==> src/rtl/sd_pkg.sv <==
// Shared types and constants for the SD card SPI physical layer.
// SD_SPI_DUAL_SPEED_EN selects between init and data SCK rates.
package sd_pkg;

    localparam int WORD_W = 32;
    localparam int CNT_W = 8;
    localparam int BIT_W = 5;

    // Level the card expects on an idle data line.
    localparam logic SD_IDLE_LVL = 1'b1;

    typedef enum logic [1:0] {
        IDLE,
        LOW,
        HIGH,
        DONE
    } state_e;

    function automatic logic [CNT_W-1:0] half_pick(
        input logic fast,
        input int unsigned f,
        input int unsigned s
    );
        return fast ? CNT_W'(f) : CNT_W'(s);
    endfunction

endpackage

==> src/rtl/spi_half_tick.sv <==
// SCK half-period generator: reloadable down-counter with a
// one-cycle tick at the last clk of every half-period.
module spi_half_tick
    import sd_pkg::*;
(
    input  logic             clk,
    input  logic             rst_n,
    input  logic             load_i,
    input  logic             en_i,
    input  logic [CNT_W-1:0] half_i,
    output logic             tick_o
);

    logic [CNT_W-1:0] cnt_q, cnt_d;

    always_comb begin
        cnt_d = cnt_q;
        if (load_i) begin
            cnt_d = half_i - 8'd1;
        end else if (en_i) begin
            cnt_d = (cnt_q == '0) ? half_i - 8'd1 : cnt_q - 8'd1;
        end
    end

    always_ff @(posedge clk or negedge rst_n) begin
        if (!rst_n) begin
            cnt_q <= '0;
        end else begin
            cnt_q <= cnt_d;
        end
    end

    assign tick_o = en_i && (cnt_q == '0);

endmodule

==> src/rtl/sd_spi_phy.sv <==
// SPI mode-0 master for the SD card pins, one 32-bit word per request.
// SD_SPI_DUAL_SPEED_EN adds spd_fast to pick HALF_DIV or HALF_DIV_SLOW.
module sd_spi_phy
    import sd_pkg::*;
#(
    parameter int unsigned HALF_DIV      = 2,
    parameter int unsigned HALF_DIV_SLOW = 128
) (
    input  logic              clk,
    input  logic              rst_n,
    input  logic [WORD_W-1:0] spi_mosi,
    output logic [WORD_W-1:0] spi_miso,
    input  logic              spi_begin,
    input  logic              spi_ready,
    output logic              spi_busy,
    output logic              sd_sck,
    output logic              sd_mosi,
    input  logic              sd_miso,
`ifdef SD_SPI_DUAL_SPEED_EN
    input  logic              spd_fast,
`endif
    output logic              sd_cs_n
);

    state_e            state_q, state_d;
    logic [WORD_W-1:0] tx_q, tx_d;
    logic [WORD_W-1:0] rx_q, rx_d;
    logic [WORD_W-1:0] miso_q, miso_d;
    logic [BIT_W-1:0]  bit_q, bit_d;
    logic              sck_q, sck_d;
    logic              mosi_q, mosi_d;
    logic              cs_n_q, cs_n_d;
    logic              busy_q, busy_d;
    logic              spd_q, spd_d;
    logic [1:0]        sync_q;
    logic              spd_in;
    logic              load;
    logic              en;
    logic              tick;
    logic [CNT_W-1:0]  half;

`ifdef SD_SPI_DUAL_SPEED_EN
    assign spd_in = spd_fast;
`else
    assign spd_in = 1'b1;
`endif

    // Speed is frozen at transfer start; only IDLE follows the live input.
    assign half = half_pick((state_q == IDLE) ? spd_in : spd_q,
                            HALF_DIV, HALF_DIV_SLOW);
    assign en   = (state_q == LOW) || (state_q == HIGH);

    spi_half_tick u_tick (
        .clk    (clk),
        .rst_n  (rst_n),
        .load_i (load),
        .en_i   (en),
        .half_i (half),
        .tick_o (tick)
    );

    always_comb begin
        state_d = state_q;
        tx_d    = tx_q;
        rx_d    = rx_q;
        miso_d  = miso_q;
        bit_d   = bit_q;
        sck_d   = sck_q;
        mosi_d  = mosi_q;
        cs_n_d  = cs_n_q;
        busy_d  = busy_q;
        spd_d   = spd_q;
        load    = 1'b0;
        unique case (state_q)
            IDLE: begin
                cs_n_d = ~spi_ready;
                if (spi_begin) begin
                    tx_d    = spi_mosi;
                    mosi_d  = spi_mosi[WORD_W-1];
                    busy_d  = 1'b1;
                    bit_d   = '0;
                    spd_d   = spd_in;
                    load    = 1'b1;
                    state_d = LOW;
                end
            end
            LOW: begin
                if (tick) begin
                    sck_d   = 1'b1;
                    rx_d    = {rx_q[WORD_W-2:0], sync_q[1]};
                    state_d = HIGH;
                end
            end
            HIGH: begin
                if (tick) begin
                    sck_d = 1'b0;
                    if (bit_q == BIT_W'(WORD_W - 1)) begin
                        state_d = DONE;
                    end else begin
                        bit_d   = bit_q + 5'd1;
                        tx_d    = tx_q << 1;
                        mosi_d  = tx_q[WORD_W-2];
                        state_d = LOW;
                    end
                end
            end
            DONE: begin
                miso_d  = rx_q;
                busy_d  = 1'b0;
                mosi_d  = SD_IDLE_LVL;
                state_d = IDLE;
            end
        endcase
    end

    always_ff @(posedge clk or negedge rst_n) begin
        if (!rst_n) begin
            state_q <= IDLE;
            tx_q    <= '0;
            rx_q    <= '0;
            miso_q  <= '0;
            bit_q   <= '0;
            sck_q   <= 1'b0;
            mosi_q  <= SD_IDLE_LVL;
            cs_n_q  <= 1'b1;
            busy_q  <= 1'b0;
            spd_q   <= 1'b1;
            sync_q  <= {2{SD_IDLE_LVL}};
        end else begin
            state_q <= state_d;
            tx_q    <= tx_d;
            rx_q    <= rx_d;
            miso_q  <= miso_d;
            bit_q   <= bit_d;
            sck_q   <= sck_d;
            mosi_q  <= mosi_d;
            cs_n_q  <= cs_n_d;
            busy_q  <= busy_d;
            spd_q   <= spd_d;
            sync_q  <= {sync_q[0], sd_miso};
        end
    end

    assign spi_miso = miso_q;
    assign spi_busy = busy_q;
    assign sd_sck   = sck_q;
    assign sd_mosi  = mosi_q;
    assign sd_cs_n  = cs_n_q;

endmodule

==> config.mk <==
export PLATFORM = sky130hd
export DESIGN_NAME = sd_spi_phy
export DESIGN_NICKNAME = d
export VERILOG_FILES = /design/src/rtl/sd_pkg.sv /design/src/rtl/spi_half_tick.sv /design/src/rtl/sd_spi_phy.sv
export SDC_FILE = /design/constraint.sdc
export NUM_CORES = 1
export LEC_CHECK = 0
export CORE_MARGIN = 4
export CORE_UTILIZATION = 28
export CTS_CLUSTER_DIAMETER = 40
export DETAILED_ROUTE_END_ITERATION = 10
export SETUP_SLACK_MARGIN = 0.05
export SYNTH_ARGS = -nofsm -noshare
export SYNTH_HDL_FRONTEND = slang
export SYNTH_SLANG_ARGS = --single-unit
==> constraint.sdc <==
create_clock -name clk -period 3.5 [get_ports clk]
set_input_delay 0.7 -clock clk [delete_from_list [all_inputs] [get_ports clk]]
set_output_delay 0.7 -clock clk [all_outputs]
set_load 0.1 [all_outputs]
# --- After elaboration in Yosys (flattened, before gate mapping) ---
# Index checks and enable logic that the tools add are counted.
classes:
  add_sub_neg: 2
  mul: 0
  div: 0
  order_cmp: 0
  n_eq_ne: 8
  shift: 0
  n_mux: 27
  n_bitwise: 1
  reduce_logical: 15
ops:
  columns: ["cell", "n"]
  rows:
  - ["31-bit 2-to-1 mux", 3]
  - ["31-bit one-hot mux with 2 select lines", 1]
  - ["8-bit 2-to-1 mux", 3]
  - ["5-bit 2-to-1 mux", 3]
  - ["5-bit one-hot mux with 2 select lines", 1]
  - ["8-bit logical NOT", 1]
  - ["1-bit 2-to-1 mux", 8]
  - ["2-bit 2-to-1 mux", 4]
  - ["2-bit != test (second input constant)", 4]
  - ["2-bit one-hot mux with 4 select lines", 1]
  - ["4-bit AND reduction", 2]
  - ["2-bit nonzero test", 4]
  - ["8-bit by 1-bit subtractor with 8-bit output (second input constant)", 1]
  - ["3-bit AND reduction", 2]
  - ["5-bit by 1-bit adder with 5-bit output (second input constant)", 1]
  - ["5-bit equality test (second input constant)", 1]
  - ["2-bit equality test (second input constant)", 2]
  - ["1-bit one-hot mux with 2 select lines", 2]
  - ["2-bit AND reduction", 2]
  - ["1-bit one-hot mux with 3 select lines", 1]
  - ["3-bit nonzero test", 1]
  - ["2-bit by 1-bit equality test with 1-bit output (second input constant)", 1]
  - ["2-bit logical NOT", 1]
  - ["1-bit logical AND", 1]
  - ["2 further kinds", 2]
totals:
  regBits: 116
  latchBits: 0
  ram_bits: 0
  rom_bits: 0
  input_bits: 37
  output_inout_bits: 36
  wordCells: 64
  mem_count: 0

# --- Longest topological paths before layout ---
logic_depth:
  depth_word: 5
  ltp_mapped: 8
  ltp_nobuf: 7

# --- Hierarchy ---
# A second synthesis with hierarchy kept.
unflattened:
  cells_unflattened: 423
  area_unflattened_um2: 5161.2
modules_own_cells:
  columns: ["module", "instances", "cells_per_inst", "area_per_inst_um2", "seq_area_each_um2"]
  rows:
  - ["sd_spi_phy", 1, 344, 4496.8, 2707.6]
  - ["spi_half_tick", 1, 79, 664.4, 200.2]

# --- Worst setup path before layout ---
# OpenSTA, ideal clock, no wires.
synth_timing:
  path_type: "register to register"
  from: "register bit_q[0]"
  to: "register mosi_q, in the netlist sd_mosi"
  setup_ns: 0.082
  arrival_time_ns: 2.175
  t_required_ns: 3.418
  path_slack_ns: 1.243
  stages_incl_launch_ff: 8
  path_buffers: 0
  synth_period_minus_slack_ns: 2.257
  cell_sequence: "dfrtp_1 > ha_1 > and3_1 > ha_1 > nor4b_2 > nand2_1 > a211oi_1 > mux2_2"
synth_via:
  elab_chain_cells: 3
synth_lines:
  columns: ["element", "line", "rtl"]
  rows:
  - ["from (decl)", "sd_spi_phy.sv:29", "logic [BIT_W-1:0] bit_q, bit_d;"]
  - ["from (signal assigned)", "sd_spi_phy.sv:134", "bit_q <= bit_d;"]
  - ["5-bit equality test", "sd_spi_phy.sv:97", "if (bit_q == BIT_W'(WORD_W - 1)) begin"]
  - ["2-bit != test (no source line)", null, null]
  - ["4-bit AND reduction (no source line)", null, null]
  - ["to (signal assigned)", "sd_spi_phy.sv:136", "mosi_q <= mosi_d;"]
  - ["to (decl)", "sd_spi_phy.sv:31", "logic mosi_q, mosi_d;"]
# No other way between the ends.
# A chain may end at the register's enable or synchronous reset.

# --- Final worst setup path ---
layout_timing:
  from: "register state_q[0]"
  to: "register tx_q[3]"
layout_via:
  elab_chain_cells: 5
  elab_cells_between_ends: 11
  cone_classes: "eq/ne: 5; mux: 1; reduce/logical: 5"
layout_lines:
  columns: ["element", "line", "rtl"]
  rows:
  - ["from (decl)", "sd_spi_phy.sv:25", "state_e state_q, state_d;"]
  - ["from (signal assigned)", "sd_spi_phy.sv:130", "state_q <= state_d;"]
  - ["2-bit by 1-bit equality test with 1-bit output / 2-bit equality test (equally long branches)", "sd_spi_phy.sv:51, sd_spi_phy.sv:74", null]
  - ["1-bit logical OR", "sd_spi_phy.sv:51", "assign en = (state_q == LOW) || (state_q == HIGH);"]
  - ["1-bit logical AND", "spi_half_tick.sv:33", "assign tick_o = en_i && (cnt_q == '0);"]
  - ["2-bit != test (no source line)", null, null]
  - ["4-bit AND reduction (no source line)", null, null]
  - ["to (signal assigned)", "sd_spi_phy.sv:131", "tx_q <= tx_d;"]
  - ["to (decl)", "sd_spi_phy.sv:26", "logic [WORD_W-1:0] tx_q, tx_d;"]
# Parallel ways exist; a longest one is shown, timed or not.

==> flow_summary.toml <==
[yosys]
yosysSeqAreaShare_pct = 57.6
synth_top_area_share_pct = 55.5
async_flop_share_pct = 100
yosys.area.top_type = "dfrtp_1"
synthDistinctLibCells = 41
synthMuxAreaShare_pct = 17.9
synth_compound_area_share_pct = 10.4
syn_nets = 447
synth_top_family_by_area = "multiplexers"
synth_edf_count = 0
synthSimpleGateAreaFrac_pct = 6.00
synth_xor_area_share_pct = 0.868
synth_area_per_cell_um2 = 12.6
synth_adder_area_share_pct = 2.23
synthTopCellsByArea = "dfrtp_1 (56%), mux2_4 (8.9%), mux2_2 (7.8%)"
yosys_register_bits = 116
ys_warn_count = 0
ys.flop_type = "dfrtp_1"
synth_cells = 401
syn_area_um2 = 5050

[sta]
period_minus_slack_ps = 2650
worst_clock_skew_ps = 11.4
finalCritPeriodShare_pct = 75.8
setup-violations-final = 0
hold_ws_ps = 335
setup_ws_ps = 847
fin_setup_tns_ps = 0
slew_viol_final = 0
hold_viol = 0
rsz0062_at_grt = "false"
worstMarginPinSlew_ps = 1140
timing.fmax_ghz = 0.377
slew_headroom_pct = 23.9

[drt]
via_per_inst = 4.61
vias = 3289
wl_mm = 10.7
drc = 0
dr.first_iter.drc_count = 108
final_antenna_net_count = 0
dr.pass1.iters = 4
wl_per_cell_um = 15.0

[global_routing]
grt_pass1_wl_mm = 17.7
grt_overflow_total = 0
grt_max_degree = 67
antenna_found_initial = 0
grt_usage_pct = 11.0
grt_pass1_vias = 3515

[min_path]
hold_path.class = "in2async"

[placed_design]
io_buffer_count = 72
place_ws_ps = 506
dp_hpwl_mm = 6.80
gp_congestion = 0.762
dp_cells = 681

[floorplanning]
placementRows = 48
chipHeight_um = 142
die_x_um = 142
start_util_pct = 28.9
num_io_pins = 73
coreArea_um2 = 17500
die_area_um2 = 20200

[finish]
diodes = 0
final_cell_count_no_fill = 713
area_growth_pct = 29.8
multi_input_area_um2 = 1890
regArea_um2 = 2910
num-nets-final = 521
fill_cells = 1685
drive_gt1_share_pct = 24.2

[setup_path]
path_common_cell = "inv_1"
max_stage_delay_ps = 850
crit_arrival_ps = 2890
cp_max_fo = 30
required_ps = 3740
setup.worst_path.class = "reg2reg"
start_kind = "register"
worstSetupStartpoint = "state_q[0]$_DFFE_PN0P_"
crit_path_top_delay_cell = "and2_1"
rr_startpoint = "state_q[0]$_DFFE_PN0P_"
end_kind = "register"
path_cells = "inv_1, ha_1, inv_1, nand3_1, and2_1, a21oi_1"
ff2ff_setup_slack_ps = 850

[cts]
ctsResizeCount = 0
clock_sinks = 116
clkLatencyLatePin_ps = 410
clockRootBuffer = "clkbuf_16"
cts_setup_buffers = 0
path_clk_slew_ps = 50
htreeDepth = 4
numCtsBuffers = 17
cts-hold-fix-buffers = 0
ctsLongestPathBuffers = 2
cts_tree = "built"

[pwr]
finalPower_uw = 5110
power.leakage_uw = 0.00319
max-vdd-ir-drop_uv = 447
powerDensity_nw_per_um2 = 780

[outcome]
status = "finished clean"

[job]
drv_cap = 0
-- critical path: cells and delay by family (launching register included) --
| kind | cells | cell delay [ps] |
|---|---|---|
| fa+ha+maj | 1 | 470 |
| compound gates | 1 | 170 |
| flops | 1 | 400 |
| buf+inv | 2 | 420 |
| simple gates | 2 | 1010 |
-- stage by stage --
| stage | util [%] | instance area [µm²] |
|---|---|---|
| 3_3_place_gp | 34.1 | 5960 |
| 4_1_cts | 37.5 | 6550 |
| 2_1_floorplan | - | 5050 |
| 6_report | 37.5 | 6550 |
| 3_5_place_dp | 34.1 | 5960 |
| 5_1_grt | 37.5 | 6550 |
-- where the power goes --
group	leakage (µW)	internal [µW]	switching, µW	total (µW)
registers	0.00149	1630	194	1820
logic	0.00142	570	972	1540
clock network	0.000285	1120	624	1750
total	0.00319	3320	1790	5110
-- sequential cells by signal, indices dropped and copies added, names as in the netlist --
signal        count
spi_busy          1
sd_sck            1
tx_q             31
bit_q             5
state_q           2
sd_mosi           1
sync_q            2
sd_cs_n           1
rx_q             32
spi_miso         32
u_tick.cnt_q      8
-- worst paths after layout --
check                                                    to  cells past startpoint
max in group asynchronous               sync_q[1]$_DFF_PN1_                      2
min in group clk                        sync_q[1]$_DFF_PN1_                      0
worst max-delay path                    tx_q[3]$_DFFE_PN0P_                      6
worst min register to register          sync_q[1]$_DFF_PN1_                      0
worst min-delay path            u_tick.cnt_q[5]$_DFFE_PN0P_                      1
worst max register to register          tx_q[3]$_DFFE_PN0P_                      6
-- layout make-up --
class | instances | share of cell area [%]
Tap cell | 225 | 4.30
Clock buffer | 20 | 6.66
Inverter | 38 | 2.18
Sequential cell | 116 | 44.4
Clock inverter | 12 | 2.37
Multi-Input combinational cell | 226 | 28.9
Timing Repair Buffer | 76 | 11.3
-- cell families (layout without fill, tap and decap cells) --
family,count (synthesis),in the layout
buf+inv,59,146
flops,116,116
compound gates,86,86
fa+ha+maj,9,9
simple gates,55,55
xor+xnor,5,5
mux,71,71
-- layout by cell type, fill, tap and decap left out, types with 4 or more instances in the layout --
cell,Yosys,routed
nand3_1,8,8
a21oi_1,34,34
a21o_1,4,4
nand2_1,10,10
nor2b_1,4,4
dfrtp_1,112,112
clkdlybuf4s50_1,0,62
o21ai_0,5,5
nor2_1,16,16
nand4_1,4,4
o22ai_1,30,30
ha_1,9,8
clkbuf_16,0,17
mux2_2,35,35
buf_4,0,13
inv_1,38,38
xor2_1,5,5
mux2i_1,6,6
dfstp_2,4,4
mux2_4,30,30
-- synthesized netlist by cell type, types with 4 or more instances --
| cell | number |
|---|---|
| nor2_1 | 16 |
| a21o_1 | 4 |
| nand2_1 | 10 |
| dfrtp_1 | 112 |
| ha_1 | 9 |
| o22ai_1 | 30 |
| nand3_1 | 8 |
| nor2b_1 | 4 |
| mux2i_1 | 6 |
| buf_6 | 4 |
| o21ai_0 | 5 |
| clkbuf_1 | 15 |
| xor2_1 | 5 |
| inv_1 | 38 |
| nand4_1 | 4 |
| mux2_2 | 35 |
| mux2_4 | 30 |
| dfstp_2 | 4 |
| a21oi_1 | 34 |
-- metal layers --
layer | up-vias | routed length, µm | global-route usage (%)
met5 | - | 0 | 0
met4 | 0 | 113 | 3.74
met3 | 8 | 481 | 4.00
met2 | 68 | 5160 | 17.5
met1 | 1659 | 4940 | 13.9
li1 | 1554 | - | -
Note: power is estimated with default switching activity, not from simulation.
